## config.mk

```make
export PLATFORM = sky130hd
export DESIGN_NAME = fmdll_sel_sequencer
export DESIGN_NICKNAME = d
export VERILOG_FILES = /design/src/rtl/fmdll_pkg.sv /design/src/rtl/fmdll_frame_counter.sv /design/src/rtl/fmdll_sel_sequencer.sv
export SDC_FILE = /design/constraint.sdc
export NUM_CORES = 1
export LEC_CHECK = 0
export ABC_CLOCK_PERIOD_IN_PS = 4850
export CORE_MARGIN = 10
export CORE_UTILIZATION = 52
export DETAILED_ROUTE_END_ITERATION = 7
export PLACE_DENSITY = 0.79
export SYNTH_ARGS = -nofsm -noshare
export SYNTH_HDL_FRONTEND = slang
export SYNTH_HIERARCHICAL = 1
export SYNTH_SLANG_ARGS = --single-unit
export TNS_END_PERCENT = 20
```

## constraint.sdc

```tcl
create_clock -name CLK -period 4.85 [get_ports CLK]
set_clock_uncertainty 0.1 [all_clocks]
set_input_delay 0.97 -clock CLK [delete_from_list [all_inputs] [get_ports CLK]]
set_output_delay 0.97 -clock CLK [all_outputs]
set_load 0.02 [all_outputs]
```

## src/rtl/fmdll_pkg.sv

```systemverilog
// Shared types and constants for the FMDLL select sequencer.
//   state_e    : sequencer states
//   SEL_*      : delay-line input mux select encodings
//   sel_of()   : select value presented while in a given state
package fmdll_pkg;

    typedef enum logic [1:0] {
        IDLE,
        RUN,
        INJECT,
        EXIT
    } state_e;

    localparam logic [1:0] SEL_RECIRC = 2'b00;
    localparam logic [1:0] SEL_INJECT = 2'b10;
    localparam logic [1:0] SEL_EXIT   = 2'b01;

    function automatic logic [1:0] sel_of(input state_e s);
        logic [1:0] sel;
        sel = SEL_RECIRC;
        unique case (s)
            IDLE:   sel = SEL_RECIRC;
            RUN:    sel = SEL_RECIRC;
            INJECT: sel = SEL_INJECT;
            EXIT:   sel = SEL_EXIT;
        endcase
        return sel;
    endfunction

endpackage

```

## src/rtl/fmdll_frame_counter.sv

```systemverilog
// Recirculation (N) / sub-frame (M) counter pair with shadowed terminal values.
// Ports:
//   clk_i, rst_i     : clock, synchronous active-high reset
//   clr_i            : force both counters to zero (shadows kept)
//   step_i           : count one delay-line edge
//   m_clr_i          : return sub-frame index to zero (frame completion)
//   shadow_ld_i      : capture n_i/m_i into the shadow registers
//   n_i, m_i         : new terminal values
//   n_cnt_o, m_cnt_o : current counts
//   n_term_o/m_term_o: counter equals its shadow terminal value
module fmdll_frame_counter #(
    parameter int unsigned NW = 4,
    parameter int unsigned MW = 2
) (
    input  logic          clk_i,
    input  logic          rst_i,
    input  logic          clr_i,
    input  logic          step_i,
    input  logic          m_clr_i,
    input  logic          shadow_ld_i,
    input  logic [NW-1:0] n_i,
    input  logic [MW-1:0] m_i,
    output logic [NW-1:0] n_cnt_o,
    output logic [MW-1:0] m_cnt_o,
    output logic          n_term_o,
    output logic          m_term_o
);

    logic [NW-1:0] n_cnt_q, n_cnt_d, ns_q, ns_d;
    logic [MW-1:0] m_cnt_q, m_cnt_d, ms_q, ms_d;

    assign n_term_o = (n_cnt_q == ns_q);
    assign m_term_o = (m_cnt_q == ms_q);
    assign n_cnt_o  = n_cnt_q;
    assign m_cnt_o  = m_cnt_q;

    always_comb begin
        n_cnt_d = n_cnt_q;
        m_cnt_d = m_cnt_q;
        ns_d    = ns_q;
        ms_d    = ms_q;
        if (clr_i) begin
            n_cnt_d = '0;
            m_cnt_d = '0;
        end else begin
            if (step_i) begin
                if (n_term_o) begin
                    n_cnt_d = '0;
                    // Last sub-frame holds M at Ms; it is cleared on the exit REF.
                    if (!m_term_o) begin
                        m_cnt_d = m_cnt_q + MW'(1);
                    end
                end else begin
                    n_cnt_d = n_cnt_q + NW'(1);
                end
            end
            if (m_clr_i) begin
                m_cnt_d = '0;
            end
        end
        if (shadow_ld_i) begin
            ns_d = n_i;
            ms_d = m_i;
        end
    end

    always_ff @(posedge clk_i) begin
        if (rst_i) begin
            n_cnt_q <= '0;
            m_cnt_q <= '0;
            ns_q    <= '0;
            ms_q    <= '0;
        end else begin
            n_cnt_q <= n_cnt_d;
            m_cnt_q <= m_cnt_d;
            ns_q    <= ns_d;
            ms_q    <= ms_d;
        end
    end

endmodule

```

## src/rtl/fmdll_sel_sequencer.sv

```systemverilog
// FMDLL delay-line input mux select sequencer.
// Counts delay-line edges per sub-frame and sub-frames per frame, steering the
// mux between recirculate, inject-reference and exit, handshaking on REF.
// Ports:
//   CLK, RST      : clock, synchronous active-high reset
//   EN            : enable; low returns to IDLE
//   N, M          : terminal counts (minus one), adopted at start / frame boundary
//   LOAD          : request to adopt N/M at the next frame boundary
//   EDGE, REF     : delay-line edge pulse, reference edge pulse
//   Sel           : 00 recirculate, 10 inject, 01 exit
//   N_counter/M_counter : current counts
//   FRAME         : one-cycle frame completion strobe
//   LOCK_ERR      : sticky handshake error
// Build option: define FMDLL_ERRCHK_EN to build the LOCK_ERR detector;
// otherwise LOCK_ERR is tied low.
module fmdll_sel_sequencer
    import fmdll_pkg::*;
#(
    parameter int unsigned NW = 4,
    parameter int unsigned MW = 2
) (
    input  logic          CLK,
    input  logic          RST,
    input  logic          EN,
    input  logic [NW-1:0] N,
    input  logic [MW-1:0] M,
    input  logic          LOAD,
    input  logic          EDGE,
    input  logic          REF,
    output logic [1:0]    Sel,
    output logic [NW-1:0] N_counter,
    output logic [MW-1:0] M_counter,
    output logic          FRAME,
    output logic          LOCK_ERR
);

    state_e     state_q, state_d;
    logic       pending_q, pending_d;
    logic       frame_q, frame_d;
    logic [1:0] sel_q;
    logic       cnt_clr, step, m_clr, shadow_ld;
    logic       n_term, m_term;

    fmdll_frame_counter #(
        .NW(NW),
        .MW(MW)
    ) u_cnt (
        .clk_i      (CLK),
        .rst_i      (RST),
        .clr_i      (cnt_clr),
        .step_i     (step),
        .m_clr_i    (m_clr),
        .shadow_ld_i(shadow_ld),
        .n_i        (N),
        .m_i        (M),
        .n_cnt_o    (N_counter),
        .m_cnt_o    (M_counter),
        .n_term_o   (n_term),
        .m_term_o   (m_term)
    );

    always_comb begin
        state_d   = state_q;
        pending_d = pending_q | LOAD;
        frame_d   = 1'b0;
        cnt_clr   = 1'b0;
        step      = 1'b0;
        m_clr     = 1'b0;
        shadow_ld = 1'b0;
        if (state_q != IDLE && !EN) begin
            state_d   = IDLE;
            cnt_clr   = 1'b1;
            pending_d = 1'b0;
        end else begin
            unique case (state_q)
                IDLE: begin
                    cnt_clr = 1'b1;
                    if (EN && REF) begin
                        shadow_ld = 1'b1;
                        pending_d = 1'b0;
                        state_d   = RUN;
                    end
                end
                RUN: begin
                    if (EDGE) begin
                        step = 1'b1;
                        if (n_term) begin
                            state_d = m_term ? EXIT : INJECT;
                        end
                    end
                end
                INJECT: begin
                    // EDGE without REF is dropped here.
                    if (REF) begin
                        state_d = RUN;
                    end
                end
                EXIT: begin
                    if (REF) begin
                        state_d = RUN;
                        m_clr   = 1'b1;
                        frame_d = 1'b1;
                        // A LOAD arriving on this very REF still takes effect now.
                        if (pending_q || LOAD) begin
                            shadow_ld = 1'b1;
                            pending_d = 1'b0;
                        end
                    end
                end
            endcase
        end
    end

    always_ff @(posedge CLK) begin
        if (RST) begin
            state_q   <= IDLE;
            pending_q <= 1'b0;
            frame_q   <= 1'b0;
            sel_q     <= SEL_RECIRC;
        end else begin
            state_q   <= state_d;
            pending_q <= pending_d;
            frame_q   <= frame_d;
            sel_q     <= sel_of(state_d);
        end
    end

    assign Sel   = sel_q;
    assign FRAME = frame_q;

`ifdef FMDLL_ERRCHK_EN
    logic lock_err_q, lock_err_d;
    logic err;

    always_comb begin
        err = 1'b0;
        if (EN) begin
            if ((state_q == INJECT || state_q == EXIT) && EDGE && !REF) begin
                err = 1'b1;
            end
            // REF landing exactly at the sub-frame terminal count means the
            // reference arrived before the expected edge.
            if (state_q == RUN && REF && n_term) begin
                err = 1'b1;
            end
        end
        lock_err_d = lock_err_q | err;
    end

    always_ff @(posedge CLK) begin
        if (RST) begin
            lock_err_q <= 1'b0;
        end else begin
            lock_err_q <= lock_err_d;
        end
    end

    assign LOCK_ERR = lock_err_q;
`else
    assign LOCK_ERR = 1'b0;
`endif

endmodule

```

==> impl_results.md <==
- Outcome: complete, no violations
- Congestion Overflow GR: 0
- Critical path class: primary input to flip-flop
- Fill cells: roughly 160
- Clock Sinks: 18
- RePlAce Congestion: about 0.79
- Post-CTS Hold Fix Bufs: 0
- Vias per Instance: 5.31
- Ports: 22
- Overall routing resource usage: 0.109
- RSZ-0062 raised after global routing: false
- Initial core utilization: 0.553
- Seq/Total Area, Yosys: 0.377
- Crit. End Element: flip-flop
- Crit path launch type: primary input
- Peak supply drop: around 0.18 mV
- Worst hold-check path type: flip-flop to flip-flop
- Clk slew on worst S/H paths: approximately 100 ps
- Prevailing post-synth register cell: dfxtp_1
- Detailed Route Iter0 Violations: 22
- Fin. max-slew vios: 0
- Largest net degree at the start of global routing: 12
- Leakage: roughly 0.43 nW
- Global-route wire length before repair: 3.64 mm
- H-tree levels: 1
- Vias: between 800 and 900
- Setup Fix Bufs, Post-CTS: 0
- FMAX: ~340 MHz
- Nets: approximately 150
- Crit path DAT: roughly 3000 ps
- FFs w/ async S/R, synth: 0
- Synthesis-to-layout area growth: 26.9%
- Total CTS buffers: 3
- First-pass DRT Iterations: 4
- Synth Register Bits: 18
- Fin util: 0.701
- ANT nets after route: 0
- Initial antenna violation count: 0
- Crit path max fanout: 6
- TritonCTS clock tree: done
- Vias in the first global route: ~830
- Clk buf depth: 2
- Clock Latency Late Sink: slightly below 300 ps
- Post_cts resized: 0
- Pwr Density: between 200 and 250 nW/um^2
- Syn. warnings: 6
- Post-synth EDFFs: 0
- Worst Hold Slack: around 420 ps
- Chip width: about 63 um
- Post-Syn Area: approximately 950 um^2
- CP required: about 4900 ps
- Slew headroom: 0.255
- Layout cells sized above 1: 0.0930
- Min Clock Period, post-route: roughly 3000 ps
- Most frequent cells in the layout: clkdlybuf4s50_1, dfxtp_1, nor2_1, nand2_1, mux2i_1
- Cells after Synth: 107
- Post-synthesis net count: around 120
- Total wire length: approximately 2.1 mm
- Period utilization: 0.611
- Core footprint: roughly 1700 um^2
- Post-route setup TNS: 0 ps
- Syn_area_per_cell: 8.92 um^2
- Area of the multi-input gates: between 500 and 600 um^2
- FF/Latch Area: about 360 um^2
- Post-DP HPWL: around 1.6 mm
- Diode count: 0
- DRC viols: 0
- DIE AREA: 3950 um^2
- # setup viols final: 0
- Most common cell after layout, fill and taps aside: clkdlybuf4s50_1
- Root buf cell: clkbuf_4
- Die Y: 62.8 um
- Maxcap violations: 0
- Port Buffers: 20
- Num rows: 15
- Yosys cell types: 38
- Final Hold Vio Count: 0
- Routed length per instance: about 14 um
- Worst-Margin Slew: between 1000 and 1500 ps
logic make-up after synthesis:
| group | synth area share |
|---|---|
| simple gates | 0.242 |
| fa+ha+maj | 0.0655 |
| other cells | 0.00393 |
| xor+xnor | 0.0550 |
| buf+inv | 0.0315 |
| mux | 0.0629 |
| flops | 0.377 |
| compound gates | 0.161 |
per-stage QoR:
stage / power [W] / cell area [um^2] / instances / setup WS (ps)
2_1_floorplan: 0.000183 / 955 / 107 / 2640
3_3_place_gp: 0.000199 / 1170 / 150 / 1670
3_5_place_dp: 0.000200 / 1170 / 150 / 1590
4_1_cts: 0.000291 / 1210 / 154 / 1870
5_1_grt: 0.000302 / 1210 / 154 / 1780
6_report: 0.000289 / 1210 / 154 / 1890
routing by layer:
metal,up-vias,GRT usage,share of wire
met5,-,0,0
met4,0,0.0419,0.0079
met3,2,0.0394,0.071
met2,21,0.176,0.45
met1,374,0.128,0.47
li1,421,-,-
area by class of cell:
type | instances | area share
tap | 25 | 0.0258
inverter | 5 | 0.0155
sequential | 18 | 0.298
timing repair buffer | 20 | 0.165
clock buffer | 4 | 0.0300
multi-input combinational | 82 | 0.466
state kept, by name (all words and copies together), names as in the netlist:
register / flops
u_cnt/ns_q: 4
pending_q: 1
u_cnt/m_cnt_o: 2
Sel: 2
FRAME: 1
u_cnt/n_cnt_o: 4
u_cnt/ms_q: 2
state_q: 2
worst max-delay path, cell delays in order:
cell and delay [ps]:
clkdlybuf4s50_1 570, or2_2 190, nand2_1 60, a211oi_1 910
mux2i_1 280, nor2_1 50
synthesized netlist by cell type, types with 2 or more instances:
library cell	count	area share
nor3_1	2	0.010
ha_1	5	0.066
and3_1	2	0.013
o21ai_0	5	0.026
nand2_1	9	0.035
dfxtp_1	18	0.38
or4_1	2	0.016
xor2_1	2	0.018
inv_1	5	0.020
and2_1	2	0.013
xnor2_1	4	0.037
nor2_1	12	0.047
mux2i_1	6	0.063
a21oi_1	4	0.021
or2_2	2	0.013
nand3_1	3	0.016
nor2b_1	2	0.013
or3_2	2	0.016
where the power goes:
part | switching (W) | total [W] | internal, W
Sequential | 0.00000292 | 0.000154 | 0.000152
Combinational | 0.0000219 | 0.0000420 | 0.0000201
Clock | 0.0000468 | 0.0000925 | 0.0000458
worst paths after layout:
path | endpoint | slack [ps] | startpoint | cells after the start
worst max register to register | u_cnt/ns_q[1]$_SDFFE_PP0P_ | 2280 | state_q[0]$_SDFF_PP0_ | 7
worst max-delay path | u_cnt/ns_q[1]$_SDFFE_PP0P_ | 1890 | EN | 6
worst min register to register | u_cnt/m_cnt_o[1]$_SDFFE_PP0P_ | 420 | u_cnt/m_cnt_o[1]$_SDFFE_PP0P_ | 2
worst min-delay path | u_cnt/m_cnt_o[1]$_SDFFE_PP0P_ | 420 | u_cnt/m_cnt_o[1]$_SDFFE_PP0P_ | 2
No activity file was read; power rests on OpenSTA's default activity.
